**config.mk**
```make
export PLATFORM = sky130hd
export DESIGN_NAME = resp_misr_capture
export DESIGN_NICKNAME = d
export VERILOG_FILES = /design/src/rtl/resp_misr_capture.sv
export SDC_FILE = /design/constraint.sdc
export NUM_CORES = 1
export LEC_CHECK = 0
export ABC_CLOCK_PERIOD_IN_PS = 2400
export CORE_MARGIN = 3
export CORE_UTILIZATION = 32
export DETAILED_ROUTE_END_ITERATION = 8
export GPL_TIMING_DRIVEN = 0
export PLACE_DENSITY = 0.74
export SLEW_MARGIN = 5
export SYNTH_ARGS = -nofsm -noshare
export SYNTH_HDL_FRONTEND = slang
export SYNTH_SLANG_ARGS = --single-unit
```
**constraint.sdc**
```tcl
create_clock -name clk -period 2.4 [get_ports clk]
set_clock_uncertainty 0.05 [all_clocks]
set_input_delay 0.48 -clock clk [delete_from_list [all_inputs] [get_ports clk]]
set_output_delay 0.48 -clock clk [all_outputs]
set_load 0.01 [all_outputs]
```
**src/rtl/resp_misr_capture.sv**
```systemverilog
// Response-side MISR capture: folds the observed output vector into a signature over a programmed window.
// Optional golden compare (golden input, pass output) is enabled by defining RESP_MISR_GOLDEN_EN.
module resp_misr_capture #(
  parameter int unsigned      OUT_W  = 159,
  parameter int unsigned      SIG_W  = 32,
  parameter logic [SIG_W-1:0] POLY   = 32'h04C11DB7,
  parameter logic [SIG_W-1:0] SEED   = 32'hFFFFFFFF,
  parameter int unsigned      CNT_W  = 16,
  parameter int unsigned      SETTLE = 2
) (
  input  logic             clk,
  input  logic             rst_n,
  input  logic             start,
  input  logic             abort,
  input  logic [CNT_W-1:0] num_cycles,
  input  logic             sample_en,
  input  logic [OUT_W-1:0] out_flat,
  output logic             busy,
  output logic             done,
  output logic [SIG_W-1:0] signature,
  output logic [CNT_W-1:0] samples_taken
`ifdef RESP_MISR_GOLDEN_EN
  , input  logic [SIG_W-1:0] golden
  , output logic             pass
`endif
);

  localparam int unsigned NCH = (OUT_W + SIG_W - 1) / SIG_W;
  localparam int unsigned SW  = (SETTLE > 1) ? $clog2(SETTLE) : 1;
  localparam logic [SW-1:0] SETTLE_LAST = SW'((SETTLE > 0) ? SETTLE - 1 : 0);

  typedef enum logic [1:0] {
    ST_IDLE,
    ST_SETTLE,
    ST_CAPTURE,
    ST_DONE
  } state_t;

  state_t             state, state_next;
  logic [SW-1:0]      settle_cnt;
  logic [CNT_W-1:0]   num_q;
  logic [CNT_W-1:0]   samples_inc;
  logic [NCH*SIG_W-1:0] padded;
  logic [SIG_W-1:0]   fold;
  logic [SIG_W-1:0]   sig_next;
  logic               accept_start;
  logic               take_sample;

`ifdef RESP_MISR_GOLDEN_EN
  logic [SIG_W-1:0]   golden_q;
`endif

  always_comb begin
    padded = '0;
    padded[OUT_W-1:0] = out_flat;
    fold = '0;
    for (int unsigned i = 0; i < NCH; i++) begin
      fold = fold ^ padded[i*SIG_W +: SIG_W];
    end
    sig_next = {signature[SIG_W-2:0], 1'b0} ^ (signature[SIG_W-1] ? POLY : '0) ^ fold;
  end

  assign samples_inc  = samples_taken + CNT_W'(1);
  assign accept_start = (state == ST_IDLE) && start;
  // abort wins over a coincident sample, so the partial signature is left untouched
  assign take_sample  = (state == ST_CAPTURE) && sample_en && !abort;

  always_ff @(posedge clk) begin
    if (!rst_n) begin
      state <= ST_IDLE;
    end else begin
      state <= state_next;
    end
  end

  always_comb begin
    state_next = state;
    case (state)
      ST_IDLE: begin
        if (start) begin
          if (num_cycles == '0)  state_next = ST_DONE;
          else if (SETTLE == 0)  state_next = ST_CAPTURE;
          else                   state_next = ST_SETTLE;
        end
      end
      ST_SETTLE: begin
        if (abort)                            state_next = ST_IDLE;
        else if (settle_cnt == SETTLE_LAST)   state_next = ST_CAPTURE;
      end
      ST_CAPTURE: begin
        if (abort)                                   state_next = ST_IDLE;
        else if (sample_en && (samples_inc == num_q)) state_next = ST_DONE;
      end
      ST_DONE:  state_next = ST_IDLE;
      default:  state_next = ST_IDLE;
    endcase
  end

  always_comb begin
    busy = (state == ST_SETTLE) || (state == ST_CAPTURE);
    done = (state == ST_DONE);
`ifdef RESP_MISR_GOLDEN_EN
    pass = (state == ST_DONE) && (signature == golden_q);
`endif
  end

  always_ff @(posedge clk) begin
    if (!rst_n || (state != ST_SETTLE)) begin
      settle_cnt <= '0;
    end else begin
      settle_cnt <= settle_cnt + SW'(1);
    end
  end

  always_ff @(posedge clk) begin
    if (!rst_n) begin
      signature     <= '0;
      samples_taken <= '0;
      num_q         <= '0;
`ifdef RESP_MISR_GOLDEN_EN
      golden_q      <= '0;
`endif
    end else if (accept_start) begin
      signature     <= SEED;
      samples_taken <= '0;
      num_q         <= num_cycles;
`ifdef RESP_MISR_GOLDEN_EN
      golden_q      <= golden;
`endif
    end else if (take_sample) begin
      signature     <= sig_next;
      samples_taken <= samples_inc;
    end
  end

endmodule

```
==> flow_metrics.tcl <==
set metrics [dict create \
    outcome "completed" \
    dr.first_iter.drc_count 187 \
    worst-slew-pin-transition_ps 496.0 \
    post-synth-top-count-cell "xnor2_1" \
    cts_tree "yes" \
    antenna_found_initial 0 \
    root_buffer "clkbuf_16" \
    vias_per_cell 4.594 \
    cap_violations 0 \
    clkPwrFrac 0.330 \
    fp.dieH_um 128.7 \
    cts_buffer_depth 2 \
    setup_viol 0 \
    relSlewSlack 0.6693 \
    synth.yosys.seq_area_share 0.2786 \
    period_share 0.9332 \
    dp_hpwl_mm 12.18 \
    setup_ws_ps 160.3 \
    p_comb_frac 0.355 \
    p_leak_nw 2.635 \
    cts_sinks 67 \
    clk_latency_ps 330 \
    synth_top_area_frac 0.3183 \
    pin_count 230 \
    gp_congestion 0.8113 \
    regArea_sq_um 1344 \
    hold_class "flip-flop to flip-flop" \
    synthTopCellsByArea "xnor2_1 (32%), dfxtp_1 (28%), o21a_1 (5.3%), xor2_1 (4.5%), a21oi_1 (4.3%)" \
    synthArstFlopShare 0 \
    groute.usage.overall 0.1710 \
    dieArea_sq_um 16550 \
    syn_area_sq_um 4815 \
    synth_nets 756 \
    synth_commonest_cells "xnor2_1 (175), dfxtp_1 (67), nor2_1 (50)" \
    wl_mm 14.53 \
    total_power_mw 4.111 \
    syn2layout_area_growth_pct 59.17 \
    core_area_sq_um 14640 \
    synth_cell_types 46 \
    route.detailed.drc 0 \
    critical_path.top_delay_family "simple AND/OR/NAND/NOR gates" \
    numCtsBuffers 9 \
    detailedPlace.worstSlack_ps -967.3 \
    seq_power_share 0.316 \
    wl_per_cell_um 14.56 \
    worstSetupStartpointType "flip-flop" \
    power.share.switching 0.2866 \
    arrival_ps 2460 \
    drv_slew 0 \
    crit_path_cell_trace "buf_2 -> nand4_1 -> nor4_2 -> nor3b_1 -> nor3_1 -> nand4_1 -> o21ai_2 -> o221a_1" \
    multiInputGateArea_sq_um 3334 \
    rsz0062_at_grt "true" \
    vias 4585 \
    crit_fanout 8 \
    rows 44 \
    grt_pass1_wl_mm 22.27 \
    min_period_ps 2240 \
    start_util 0.3288 \
    insertedDiodeCount 0 \
    ys.flop_type "dfxtp_1" \
    nets 996 \
    dieWidth_um 128.7 \
    synth_cells 570 \
    path_clk_slew_ps 60 \
    synth_edf_count 0 \
    cp-end-kind "flip-flop" \
    grt_max_degree 12 \
    gr-total-overflow 0 \
    fillers 1397 \
    path_buf_inv 1 \
    avgSynthCellArea_sq_um 8.447 \
    crit_slowest_cell "nor4_2" \
    max_stage_delay_ps 420 \
    io_buffers 228 \
    cp_common_cell "nand4_1" \
    internal_power_mw 2.933 \
    yosysTopAreaCell "xnor2_1" \
    ys_seq_elements 67 \
    detail_route.first_pass.iterations 4 \
    p_sw_mw 1.178 \
    critPathKind "flip-flop to flip-flop" \
    grt_pass1_vias 4511 \
    ant_nets 0 \
    ys_warn_count 0 \
    required_ps 2620 \
    h-tree-depth 3 \
    final_hold_viol_count 0 \
    ir_worst_vdd_v 0.0003136 \
    cellPowerDensity_nw_per_um2 536.5 \
    timing.fmax_ghz 0.4465 \
    drive_above_1_share 0.04791 \
]
==> per-layer routing <==
| layer | global-route usage | up-vias | wire (um) |
|---|---|---|---|
| met1 | 0.1981 | 2029 | 5803 |
| met3 | 0.04276 | 19 | 920 |
| met4 | 0.05312 | 0 | 278 |
| met5 | 0 | - | 0 |
| li1 | - | 2374 | - |
| met2 | 0.3082 | 163 | 7528 |
==> power by group through the flow <==
| stage | clock network [mW] | registers [mW] | logic, mW |
|---|---|---|---|
| floorplan | 0 | 1.33 | 0.835 |
| detailed placement | 0 | 1.32 | 1.47 |
| finish | 1.36 | 1.30 | 1.46 |
| global route | 1.43 | 1.31 | 1.58 |
| CTS | 1.38 | 1.30 | 1.48 |
| global placement | 0 | 1.32 | 1.46 |
==> sequential cells by signal (all words and copies together), names as in the netlist <==
signal	count
samples_taken	16
settle_cnt	1
state	2
num_q	16
signature	32
==> worst paths after layout <==
path	start	to	slack [ps]	cells past startpoint
max	samples_taken[3]	state[0]	160	8
max reg2reg	samples_taken[3]	state[0]	160	8
min	num_q[9]	num_q[9]	420	2
min reg2reg	num_q[9]	num_q[9]	420	2
==> final cells by class <==
type | count | area share
multi-input cells | 465 | 0.4351
repair buffers | 229 | 0.2988
flip-flops and latches | 67 | 0.1753
clock buffers | 11 | 0.03298
well taps | 184 | 0.03004
plain buffers | 29 | 0.01682
clock inverters | 4 | 0.006531
inverters | 9 | 0.004408
==> cell usage in the layout (no fill, tap or decap), types with 2 or more instances in the layout <==
master | netlist | final
o21a_1 | 34 | 34
nor3b_1 | 3 | 2
and3_1 | 2 | 2
nor3_1 | 10 | 10
a21oi_1 | 41 | 41
nor2_1 | 50 | 50
nor4_1 | 6 | 6
clkbuf_1 | 24 | 20
o21ai_0 | 8 | 8
nand2_1 | 42 | 42
clkinvlp_4 | 0 | 2
xnor2_1 | 175 | 175
and2_1 | 2 | 2
xor2_1 | 25 | 25
clkbuf_8 | 0 | 2
a21boi_0 | 16 | 16
clkbuf_16 | 0 | 9
nor2b_1 | 2 | 2
inv_1 | 9 | 9
ha_1 | 6 | 5
clkdlybuf4s50_1 | 0 | 228
nand3_1 | 9 | 8
dfxtp_2 | 0 | 2
a31oi_1 | 2 | 2
buf_2 | 3 | 3
clkbuf_2 | 0 | 4
or3_1 | 4 | 4
buf_4 | 1 | 2
dfxtp_1 | 67 | 65
and4_1 | 2 | 2
nand4_1 | 6 | 6
==> cells by family after synthesis <==
kind of cell | count (synthesis) | share of synthesized area
xor gates and xnor gates | 201 | 0.3695
and+or+nand+nor | 145 | 0.1453
AOI/OAI and AO/OA | 111 | 0.1539
DFF | 67 | 0.2786
buffers and inverters | 38 | 0.03274
adders and majority gates | 6 | 0.01559
muxes | 2 | 0.004418
==> metrics by stage <==
step / hold slack (ps) / std cells / setup TNS [ps] / utilization / area (sq um)
floorplan: 405.3 / 570 / 0 / - / 4815
global placement: 416.1 / 982 / -34340 / 0.5003 / 7327
detailed placement: 420.8 / 982 / -31560 / 0.5003 / 7327
CTS: 428.9 / 997 / 0 / 0.5220 / 7645
global route: 453.5 / 998 / -27.50 / 0.5233 / 7664
finish: 423.7 / 998 / 0 / 0.5233 / 7664
==> worst register-to-register path, stage by stage (launching register included) <==
cell	delay, ps
dfxtp_1	330
buf_2	190
nand4_1	330
nor4_2	420
nor3b_1	90
nor3_1	210
nand4_1	170
o21ai_2	180
o221a_1	210
==> timing repair <==
action,in CTS,in global routing
hold buffers,0,0
gates resized for setup,6,4
setup buffers,0,1
setup endpoints to repair,40,33
endpoints found under the hold margin,0,0
No activity file was read; power rests on OpenSTA's default activity.
